## src/rtl/ifetch_pkg.sv

```systemverilog
// ifetch_pkg: shared types and constants for the instruction fetch unit.
`default_nettype none

package ifetch_pkg;

  typedef struct packed {
    logic [31:0] pc;
    logic [31:0] inst;
    logic        misalign;
  } fetch_entry_t;

  localparam logic [31:0] NOP_INST         = 32'h0000_0013;
  localparam logic [31:0] DEFAULT_RESET_PC = 32'h0000_0000;

endpackage

`default_nettype wire

```

## src/rtl/ifetch_fifo.sv

```systemverilog
// ifetch_fifo: synchronous FIFO of fetch entries with push/pop/flush.
`default_nettype none

module ifetch_fifo
  import ifetch_pkg::*;
#(
  parameter int DEPTH = 2
) (
  input  logic                       clk,
  input  logic                       rst_n,
  input  logic                       i_push,
  input  logic                       i_pop,
  input  logic                       i_flush,
  input  fetch_entry_t               i_data,
  output fetch_entry_t               o_head,
  output logic [$clog2(DEPTH):0]     o_count
);

  localparam int AW = $clog2(DEPTH);

  fetch_entry_t   r_mem [DEPTH];
  logic [AW:0]    r_wr;
  logic [AW:0]    r_rd;

  // Extra MSB on each pointer lets wr - rd reach DEPTH without aliasing to empty.
  assign o_count = r_wr - r_rd;
  assign o_head  = r_mem[r_rd[AW-1:0]];

  always_ff @(posedge clk or negedge rst_n) begin
    if (!rst_n) begin
      r_wr <= '0;
      r_rd <= '0;
      for (int i = 0; i < DEPTH; i++) begin
        r_mem[i] <= '0;
      end
    end else if (i_flush) begin
      r_wr <= '0;
      r_rd <= '0;
    end else begin
      if (i_push) begin
        r_mem[r_wr[AW-1:0]] <= i_data;
        r_wr                <= r_wr + 1'b1;
      end
      if (i_pop) begin
        r_rd <= r_rd + 1'b1;
      end
    end
  end

endmodule

`default_nettype wire

```

## src/rtl/ifetch.sv

```systemverilog
// ifetch: PC owner, imem request side and decoupling FIFO toward decode.
// Optional misaligned-redirect trap marker enabled by IFETCH_MISALIGN_TRAP_EN.
`default_nettype none

module ifetch
  import ifetch_pkg::*;
#(
  parameter logic [31:0] RESET_PC = DEFAULT_RESET_PC,
  parameter int          DEPTH    = 2
) (
  input  logic        clk,
  input  logic        rst_n,
  output logic [31:0] imem_pc,
  input  logic [31:0] imem_inst,
  input  logic        redirect_valid,
  input  logic [31:0] redirect_pc,
  output logic        out_valid,
  input  logic        out_ready,
  output logic [31:0] out_pc,
  output logic [31:0] out_inst,
  output logic        out_misalign
);

  localparam int          AW        = $clog2(DEPTH);
  localparam logic [AW:0] DEPTH_CNT = (AW+1)'(DEPTH);

  logic [31:0]  r_fetch_pc;
  logic [AW:0]  w_count;
  logic         w_pop;
  logic         w_push;
  logic         w_advance;
  logic         w_halted;
  logic         w_marker;
  fetch_entry_t w_entry;
  fetch_entry_t w_head;

  assign imem_pc   = r_fetch_pc;
  assign out_valid = (w_count != '0);
  assign w_pop     = out_valid & out_ready;
  assign w_push    = ~redirect_valid & ~w_halted & ((w_count < DEPTH_CNT) | w_pop);
  // The marker push reuses the fetch slot but must not step the PC.
  assign w_advance = w_push & ~w_marker;

`ifdef IFETCH_MISALIGN_TRAP_EN
  logic       r_halted;
  logic [1:0] r_mis_lo;

  assign w_halted = r_halted;
  assign w_marker = (r_mis_lo != 2'b00);
  assign w_entry  = w_marker ? '{pc: {r_fetch_pc[31:2], r_mis_lo}, inst: NOP_INST, misalign: 1'b1}
                             : '{pc: r_fetch_pc, inst: imem_inst, misalign: 1'b0};

  always_ff @(posedge clk or negedge rst_n) begin
    if (!rst_n) begin
      r_halted <= 1'b0;
      r_mis_lo <= 2'b00;
    end else if (redirect_valid) begin
      r_halted <= 1'b0;
      r_mis_lo <= redirect_pc[1:0];
    end else if (w_push && w_marker) begin
      r_halted <= 1'b1;
      r_mis_lo <= 2'b00;
    end
  end
`else
  assign w_halted = 1'b0;
  assign w_marker = 1'b0;
  assign w_entry  = '{pc: r_fetch_pc, inst: imem_inst, misalign: 1'b0};
`endif

  always_ff @(posedge clk or negedge rst_n) begin
    if (!rst_n) begin
      r_fetch_pc <= RESET_PC;
    end else if (redirect_valid) begin
      r_fetch_pc <= redirect_pc & ~32'h3;
    end else if (w_advance) begin
      r_fetch_pc <= r_fetch_pc + 32'd4;
    end
  end

  ifetch_fifo #(
    .DEPTH (DEPTH)
  ) u_fifo (
    .clk     (clk),
    .rst_n   (rst_n),
    .i_push  (w_push),
    .i_pop   (w_pop & ~redirect_valid),
    .i_flush (redirect_valid),
    .i_data  (w_entry),
    .o_head  (w_head),
    .o_count (w_count)
  );

  assign out_pc       = w_head.pc;
  assign out_inst     = w_head.inst;
  assign out_misalign = w_head.misalign;

endmodule

`default_nettype wire

```

## config.mk

```make
export PLATFORM = sky130hd
export DESIGN_NAME = ifetch
export DESIGN_NICKNAME = d
export VERILOG_FILES = /design/src/rtl/ifetch_pkg.sv /design/src/rtl/ifetch_fifo.sv /design/src/rtl/ifetch.sv
export SDC_FILE = /design/constraint.sdc
export NUM_CORES = 1
export LEC_CHECK = 0
export BUFFER_PORTS_ARGS = -buffer_cell sky130_fd_sc_hd__buf_2
export CAP_MARGIN = 0
export CORE_MARGIN = 4
export CORE_UTILIZATION = 49
export CTS_CLUSTER_SIZE = 25
export DETAILED_ROUTE_END_ITERATION = 10
export MAX_ROUTING_LAYER = met4
export PLACE_DENSITY = 0.85
export SYNTH_ARGS = -nofsm -noshare
export SYNTH_HDL_FRONTEND = slang
export SYNTH_SLANG_ARGS = --single-unit
```

## constraint.sdc

```tcl
create_clock -name clk -period 1.98 [get_ports clk]
set_clock_uncertainty 0.2 [all_clocks]
set_input_delay 0.099 -clock clk [delete_from_list [all_inputs] [get_ports clk]]
set_output_delay 0.099 -clock clk [all_outputs]
set_load 0.01 [all_outputs]
```

==> summary.txt <==
CTS
  – Max clock buf depth: 2
  – Worst-skew pair later-pin latency: 0.43 ns
  – Clock-pin slew on the worst setup and hold paths: 0.06 ns
  – CTS Sinks: 158
  – CTS tree: done
  – CTS Buf Count: 17
  – Clock Tree Root: clkbuf_16
  – H-tree levels: 4

STA
  – Count of final hold-check violations: 0
  – Max-slew violations: 0
  – Max Freq: 424 MHz
  – Final setup margin: -0.376 ns
  – Setup TNS: -46.41 ns
  – Worst-Margin Slew: 0.602 ns
  – Unrepaired setup endpoints after global routing: true
  – Slew headroom: 59.9%
  – Fin Hold WS: 0.0136 ns
  – Post-layout min period: 2.36 ns
  – Final Cycle Share: 119%
  – Final setup viols: 216

Synth
  – Register area share after synthesis: 53.6%
  – Synth area leaders: dfrtp_1 54%, mux2_2 26%, mux2_1 2.0%
  – Post-synth top flop: dfrtp_1
  – Share of the synthesized area in the top cell type: 53.6%
  – Cells after Synth: 563
  – Synth Area per Inst: 13.1 µm²
  – Warnings from Yosys: 0
  – Yosys reg bits: 158
  – Cell accounting for the most synthesized area: dfrtp_1
  – Async SR Flop Fraction: 100%
  – Count leader, synth: mux2_2
  – Synth Cell Area: 7380 µm²
  – Yosys cell types: 40
  – Number of flops mapped to enable cells by yosys: 0
  – Synth cell count leaders: 173 x mux2_2, 158 x dfrtp_1, 25 x nand2_1

Status
  – Failing checks: setup timing
  – Status: finished with violations

Finish
  – Share of post-route cells with drive strength above 1: 56.7%
  – Fillcell total: 846
  – Finished Layout Cells: 1,060
  – Util after Layout: 75.4%
  – Final #Nets: 932
  – Synth-to-Final Area Change: 49.6%

Drt
  – Total wire length: 23,700 µm
  – DR top layer: met4
  – Metal-1 WL: 9490 µm
  – # DRC: 0
  – Initial DRC Count: 402
  – First-pass iteration count of the detailed router: 5
  – Routed WL per cell: 22.4 µm
  – Total vias in the final route: 6,126
  – ANT nets after route: 0
  – DR WL met2: 12,200 µm
  – Routed vias/inst: 5.78
  – DR WL met3: 1160 µm

Critical path
  – Critical path's slowest cell: dfrtp_1
  – Crit path cell chain: inv_2, ha_4, xnor3_2, nor2_4, buf_6, nor3_4, buf_12, clkbuf_16, mux2_1
  – Worst path bufs/invs: 4
  – Element type at the critical path end: flop
  – Setup CP Type: reg2reg
  – CP Launch Type: flop
  – Worst EP required: 2.09 ns
  – Worst-path fanout max: 11
  – Slowest stage delay, CP: 0.38 ns
  – Crit-path leading delay family: buffers and inverters
  – CP arrival: 2.47 ns

Die
  – Die Area: 17,100 µm²
  – Chip Width: 131 µm
  – I/O pin cnt: 166
  – Row count: 44
  – Area of the core: 14,600 µm²
  – Die Span Y: 131 µm
  – Starting Density: 50.4%

Place
  – Pre-CTS setup slack: -0.336 ns
  – Gp weighted congestion: 0.866
  – HPWL after DPL: 12,600 µm
  – Placed cells: 929
  – Port bufs: 158

Power
  – Static Leakage: 0.00507 µW
  – Worst vdd ir: 1.05 mV
  – Power Density: 1520 nW/µm²

Global routing
  – Largest net degree at the start of global routing: 65
  – Vias in the first global route: 6,630
  – First-pass GRT wire length: 34,500 µm
  – Grt total ovfl: 0
  – Initial antenna violation count: 1
  – Total GRT Usage: 27.4%

Flow run
  – Max-cap violations: 0

Hold path
  – Hold Crit Class: in2async
-- through the flow --
stage	cell area [µm²]	power (µW)
after floorplan	7460	9040
after global placement	8760	10800
after detailed placement	8760	11200
after CTS	10700	15900
after global routing	11000	17500
final	11000	16800
-- where the power goes --
group	internal [µW]	leakage, µW	switching [µW]
clock network	2140	0.000294	1330
logic	4540	0.00292	3350
registers	4640	0.00185	845
-- per-layer routing --
layer  global-route usage [%]  vias to the layer above
li1                         -                     2666
met1                     31.4                     3138
met2                     46.2                      249
met3                     5.28                       73
met4                     13.1                        0
met5                        -                        -
-- final timing paths --
| kind | start | endpoint | slack (ns) | cells past startpoint |
|---|---|---|---|---|
| min | rst_n | u_fifo.r_mem[13] | 0.01 | 2 |
| max in group asynchronous | rst_n | u_fifo.r_mem[102] | 0.84 | 3 |
| min reg2reg | u_fifo.r_mem[105] | u_fifo.r_mem[105] | 0.29 | 1 |
| min in group clk | out_ready | u_fifo.r_wr[0] | 0.10 | 3 |
| max | u_fifo.r_wr[0] | u_fifo.r_mem[95] | -0.38 | 9 |
| max reg2reg | u_fifo.r_wr[0] | u_fifo.r_mem[95] | -0.38 | 9 |
-- sequential cells by signal, summed over array words and instances, names as in the netlist --
signal	cells
imem_pc	30
u_fifo.r_mem	124
u_fifo.r_rd	2
u_fifo.r_wr	2
-- cell usage in the layout (no fill, tap or decap), types with 10 or more instances in the layout --
cell type	Yosys	final
a31oi_1	15	14
buf_12	0	14
buf_16	0	12
buf_2	11	156
buf_4	12	58
clkbuf_16	0	21
dfrtp_1	158	151
dlygate4sd3_1	0	64
mux2_2	173	123
mux2_4	0	60
nand2_1	25	24
nor2_1	19	19
o21ai_0	13	10
o31ai_1	13	13
or4_1	19	12
-- final cells by class --
cell class	count	area (µm²)	share of cell area (%)
Sequential cell	158	3960	35.9
Inverter	7	26.3	0.238
Antenna cell	1	2.50	0.0227
Tap cell	184	230	2.08
Timing Repair Buffer	317	2670	24.2
Multi-Input combinational cell	361	3530	32.0
Clock inverter	10	163	1.47
Clock buffer	22	454	4.11
-- what timing repair did --
item	in CTS	in global routing
hold buffers	64	0
setup buffers	15	8
endpoints found under the hold margin	255	0
pin swaps	12	9
endpoints found under the setup margin	210	218
cloned	14	4
gates resized for setup	49	71
-- kinds of logic after synthesis --
group	count (synthesis)	share of synthesized area, %
mux	187	28.5
flops	158	53.6
simple gates	98	7.27
compound gates	56	5.27
buf+inv	49	3.39
xor+xnor	12	1.61
fa+ha+maj	2	0.339
other cells	1	0.0508
Note: power is estimated with default switching activity, not from simulation.
